## config.mk

```make
export PLATFORM = sky130hd
export DESIGN_NAME = fact_mul_acc
export DESIGN_NICKNAME = d
export VERILOG_FILES = /design/src/rtl/fact_mul_acc.sv
export SDC_FILE = /design/constraint.sdc
export NUM_CORES = 1
export LEC_CHECK = 0
export ABC_AREA = 1
export BUFFER_PORTS_ARGS = -buffer_cell sky130_fd_sc_hd__buf_4
export CORE_MARGIN = 5
export CORE_UTILIZATION = 50
export CTS_BUF_LIST = sky130_fd_sc_hd__clkbuf_8
export CTS_CLUSTER_DIAMETER = 120
export DETAILED_ROUTE_END_ITERATION = 8
export PLACE_DENSITY = 0.67
export REMOVE_ABC_BUFFERS = 1
export SYNTH_ARGS = -nofsm -noshare
export SYNTH_HDL_FRONTEND = slang
export SYNTH_SLANG_ARGS = --single-unit
```

## constraint.sdc

```tcl
create_clock -name clk -period 4.8 [get_ports clk]
set_clock_uncertainty 0.1 [all_clocks]
set_input_delay 0.24 -clock clk [delete_from_list [all_inputs] [get_ports clk]]
set_output_delay 0.24 -clock clk [all_outputs]
set_load 0.1 [all_outputs]
```

## src/rtl/fact_mul_acc.sv

```systemverilog
// Purpose: running-product accumulator for the factorial datapath. It multiplies each accepted operand into the
//          current result with an iterative shift-add multiplier, one multiplier bit per cycle.
// Latency: result updates OPW cycles after the accept edge. Throughput is one operand every OPW+1 cycles.
// Backpressure: op_ready is low while a multiply is in flight, during clr, and during reset. Upstream holds its operand until accepted.
// Ports: clk/rst (synchronous, active-low); clr restarts the product; op_valid/op_data/op_last/op_ready form the
//        operand handshake; busy, result, res_valid and ovf report the product state.
module fact_mul_acc #(
    parameter int OPW  = 9,
    parameter int ACCW = 32
) (
    input  logic            clk,
    input  logic            rst,
    input  logic            clr,
    input  logic            op_valid,
    input  logic [OPW-1:0]  op_data,
    input  logic            op_last,
    output logic            op_ready,
    output logic            busy,
    output logic [ACCW-1:0] result,
    output logic            res_valid,
    output logic            ovf
);

    localparam int PW = ACCW + OPW;
    localparam int CW = (OPW > 1) ? $clog2(OPW) : 1;
    localparam logic [CW-1:0] LAST_BIT = CW'(OPW - 1);

    typedef enum logic {IDLE, MUL} state_t;

    state_t         state;
    logic [PW-1:0]  mcand;      // multiplicand, shifted left once per MUL cycle
    logic [OPW-1:0] mplier;     // multiplier, shifted right so bit 0 is always the current bit
    logic [PW-1:0]  partial;
    logic [PW-1:0]  partial_nxt;
    logic [CW-1:0]  bit_cnt;
    logic           last_q;

    assign op_ready = (state == IDLE) && !clr && rst;
    assign busy     = (state == MUL);

    // Shifting mcand each cycle is equivalent to adding (multiplicand << bit index).
    assign partial_nxt = partial + (mplier[0] ? mcand : '0);

    always_ff @(posedge clk) begin
        if (!rst) begin
            state     <= IDLE;
            result    <= ACCW'(1);
            res_valid <= 1'b0;
            ovf       <= 1'b0;
            bit_cnt   <= '0;
            last_q    <= 1'b0;
            mcand     <= '0;
            mplier    <= '0;
            partial   <= '0;
        end else if (clr) begin
            // Any in-flight multiply is dropped, and the product restarts at 1.
            state     <= IDLE;
            result    <= ACCW'(1);
            ovf       <= 1'b0;
            res_valid <= 1'b0;
            bit_cnt   <= '0;
        end else begin
            case (state)
                IDLE: begin
                    // op_ready is implied here: the state is IDLE, clr is low and rst is high.
                    if (op_valid) begin
                        mcand     <= PW'(result);
                        // 0! = 1, so a zero factor must leave the product unchanged.
                        mplier    <= (op_data == '0) ? OPW'(1) : op_data;
                        last_q    <= op_last;
                        partial   <= '0;
                        bit_cnt   <= '0;
                        res_valid <= 1'b0;
                        state     <= MUL;
                    end
                end
                MUL: begin
                    partial <= partial_nxt;
                    mcand   <= mcand << 1;
                    mplier  <= mplier >> 1;
                    bit_cnt <= bit_cnt + CW'(1);
                    if (bit_cnt == LAST_BIT) begin
                        result    <= partial_nxt[ACCW-1:0];
                        ovf       <= ovf | (|partial_nxt[PW-1:ACCW]);
                        res_valid <= last_q;
                        state     <= IDLE;
                    end
                end
                default: state <= IDLE;
            endcase
        end
    end

endmodule

```

==> key figures <==
Flow run
  – Max-cap violations: 0

Critical path
  – FF-to-FF path depth: 21
  – CP peak stage delay: 0.90 ns
  – Worst Path Required: 5.04 ns
  – R2r setup slk: 1.40 ns
  – Setup crit start kind: register
  – CP most frequent cell: nand2_1
  – CP Max Fanout: 24
  – Crit-path cells: nand2_1, inv_1, ha_1, inv_1, fa_1, inv_1, nand2_1, nand2_1, nand3_1, nand2_2, nand2_1, nand2_1, nand2_1, nand2_1, nand2_1, nand2_1, nand3_1, nor2_1, nand3_1, nand2_1, a21oi_1
  – Crit Path Class: register to register
  – Critical Path Slowest Stage Cell: dfxtp_1
  – Worst path bufs/invs: 3
  – Critical path arrival: 3.64 ns
  – Worst path depth: 21
  – End of the critical path: ovf$_SDFFE_PP0P_
  – CP startpoint: mplier[0]$_SDFFE_PN0P_
  – Reg-to-reg critical path startpoint: mplier[0]$_SDFFE_PN0P_
  – Critical R2R Capture: ovf$_SDFFE_PP0P_
  – Delay-heaviest family, CP: simple AND/OR/NAND/NOR gates
  – Crit. End Element: register

STA
  – Final setup viols: 0
  – RSZ-0062 raised after global routing: no
  – Hold Vio Cnt, Final: 0
  – Fin crit share: 70.8%
  – Min Hold Slack: 0.0343 ns
  – Period minus WS final: 3.40 ns
  – Slew Limit Fails: 0
  – Worst relative slew slack: 37.7%
  – Sum of negative setup slack: 0 ns
  – Worst-Margin Slew: 0.933 ns
  – Max Fclk: 0.294 GHz

Floorplanning
  – Rows: 47
  – Horiz. Die Dim: 139 um
  – Initial core utilization: 50.5%
  – Die footprint: 19,300 um^2
  – Core area: 16,500 um^2
  – IO Count: 50
  – Die Y: 139 um

Final layout
  – P&R area growth vs syn: 12.3%
  – N_diodes: 0
  – Ratio of cells with drive above 1 in the final layout: 9.36%
  – Most frequent cells in the layout: nand2_1 (473), inv_1 (178), dfxtp_1 (130)
  – Final net count: 1,443
  – Fill cells: 1,773
  – Most common cell after layout, fill and taps aside: nand2_1
  – Final instance area: 9340 um^2

Logic synthesis
  – Largest family of logic cells by synthesized area: simple AND/OR/NAND/NOR gates
  – Synth Area per Inst: 6.16 um^2
  – Synth area leader: dfxtp_1
  – Dominant synthesized flop cell: dfxtp_1
  – Mapped Cells: 1,350
  – Number of synthesized flops with an enable pin: 0
  – Sequential area share after synthesis: 31.6%
  – FFs w/ async S/R, synth: 0%
  – Mapped Area: 8310 um^2
  – Mux cell area share after synthesis: 0%
  – Synthesized flop and latch total: 131
  – Top cell type's share of synthesized area: 31.6%
  – Synth area leaders: dfxtp_1 (32%), nand2_1 (21%), inv_1 (8.1%)
  – Compound-cell area share of the yosys netlist: 14.5%
  – Adder-Cell Fraction of Synth Area: 6.56%
  – Synth Area in Simple Gates: 32.8%
  – Synthesis Warnings: 0
  – Area share of xor/xnor cells in the synthesized design: 3.27%
  – Distinct cells, synth: 35

CTS
  – Root Buffer: clkbuf_8
  – Post-CTS Resized: 0
  – # hold bufs at CTS: 10
  – CTS buffer count: 17
  – Clock transition at path regs: 0.08 ns
  – CTS tree: yes
  – H-tree Lvls: 4
  – Skew-Pair Late Insertion Delay: 0.47 ns
  – Total setup buffers inserted after CTS: 0
  – Clk sinks: 131
  – CTS Buffer Depth: 2

Drt
  – Via Count: 8,121
  – Detailed Routing Iterations Pass 1: 5
  – DRT iter0 DRCs: 550
  – Vias per cell: 5.02
  – Routed WL: 23.0 mm
  – DRC Markers: 0
  – Final ANT Viol Nets: 0
  – Routed len/inst: 14.2 um

Placed design
  – IO Port Bufs: 49
  – DP Area: 8830 um^2
  – GPL Wtd Cong: 0.949
  – Detailed placement HPWL: 16.5 mm

Power
  – VDD IR max: 0.217 mV
  – Leak: 0.00477 uW
  – PwrDens: 241 nW/um^2

Global routing
  – Pin count of the biggest net entering global routing: 71
  – First-pass GRT wire length: 38.2 mm
  – Initial antenna violation count: 0
  – Gr ovfl total: 0
  – All-Layer GR Usage: 24.1%
  – Vias in the first global route: 7,744

Outcome
  – Outcome: complete, no violations

Worst hold path
  – Type of the most critical hold path: input pin to register
==> flip-flops by register name, summed over array words and instances (netlist names) <==
| name | count |
|---|---|
| ovf | 1 |
| mcand | 41 |
| result | 32 |
| busy | 1 |
| bit_cnt | 4 |
| partial | 41 |
| last_q | 1 |
| mplier | 9 |
| res_valid | 1 |
==> cell type report <==
cell class	count	area [um^2]	area share, %
Clock buffer	18	248	2.65
Timing Repair Buffer	69	543	5.82
Clock inverter	14	155	1.66
Tap cell	220	275	2.95
Inverter	194	728	7.80
Sequential cell	131	2620	28.1
Multi-Input combinational cell	973	4760	51.0
==> synthesized netlist by cell type (12+ instances only) <==
cell and n:
a31oi_1 45, nand2_1 473, a21oi_1 92, nand3_1 30
ha_1 42, nor2_1 126, inv_1 180, o21ai_0 73
dfxtp_1 131, xor2_1 22, clkbuf_1 39, inv_2 12
==> worst min path at each step <==
stage	startpoint	end	slack [ns]	cells after the start
6_report	clr	result[0]$_SDFFE_PP1P_	0.03	3
3_3_place_gp	last_q$_SDFFE_PN0P_	res_valid$_SDFFE_PP0P_	0.34	2
4_1_cts	op_data[0]	mplier[0]$_SDFFE_PN0P_	0.005	3
5_1_grt	clr	result[0]$_SDFFE_PP1P_	0.05	3
2_1_floorplan	rst	partial[1]$_SDFFE_PN0P_	0.26	1
3_5_place_dp	last_q$_SDFFE_PN0P_	res_valid$_SDFFE_PP0P_	0.35	2
==> cells by family after synthesis <==
kind of cell	count (synthesis)
fa+ha+maj	43
buf+inv	246
compound gates	223
flops	131
simple gates	676
xor+xnor	31
==> power by group <==
group	switching (uW)	internal (uW)	total (uW)
Sequential	23.3	1110	1130
Clock	484	481	964
Combinational	105	45.9	151
Total	612	1640	2250
==> worst min-delay path, delay by kind of cell <==
family                 cells  cell delay (ns)
buffers and inverters      1             0.11
AND/OR/NAND/NOR            2             0.23
==> layer usage <==
metal / share of wire (%) / GRT usage [%] / vias to the layer above
li1: - / - / 4293
met1: 48 / 33.0 / 3598
met2: 44 / 38.8 / 203
met3: 6.0 / 4.62 / 27
met4: 1.4 / 6.95 / 0
met5: 0 / 0 / -
==> through the flow <==
stage,worst slack [ns],std cells,utilization [%],power (uW)
after floorplan,-1.88,1298,-,1240
after global placement,1.42,1577,53.6,1300
after detailed placement,1.41,1577,53.6,1300
after CTS,1.38,1619,56.7,2260
after global routing,0.965,1619,56.7,2340
final,1.40,1619,56.7,2250
Power figures use the tool's default switching activity.
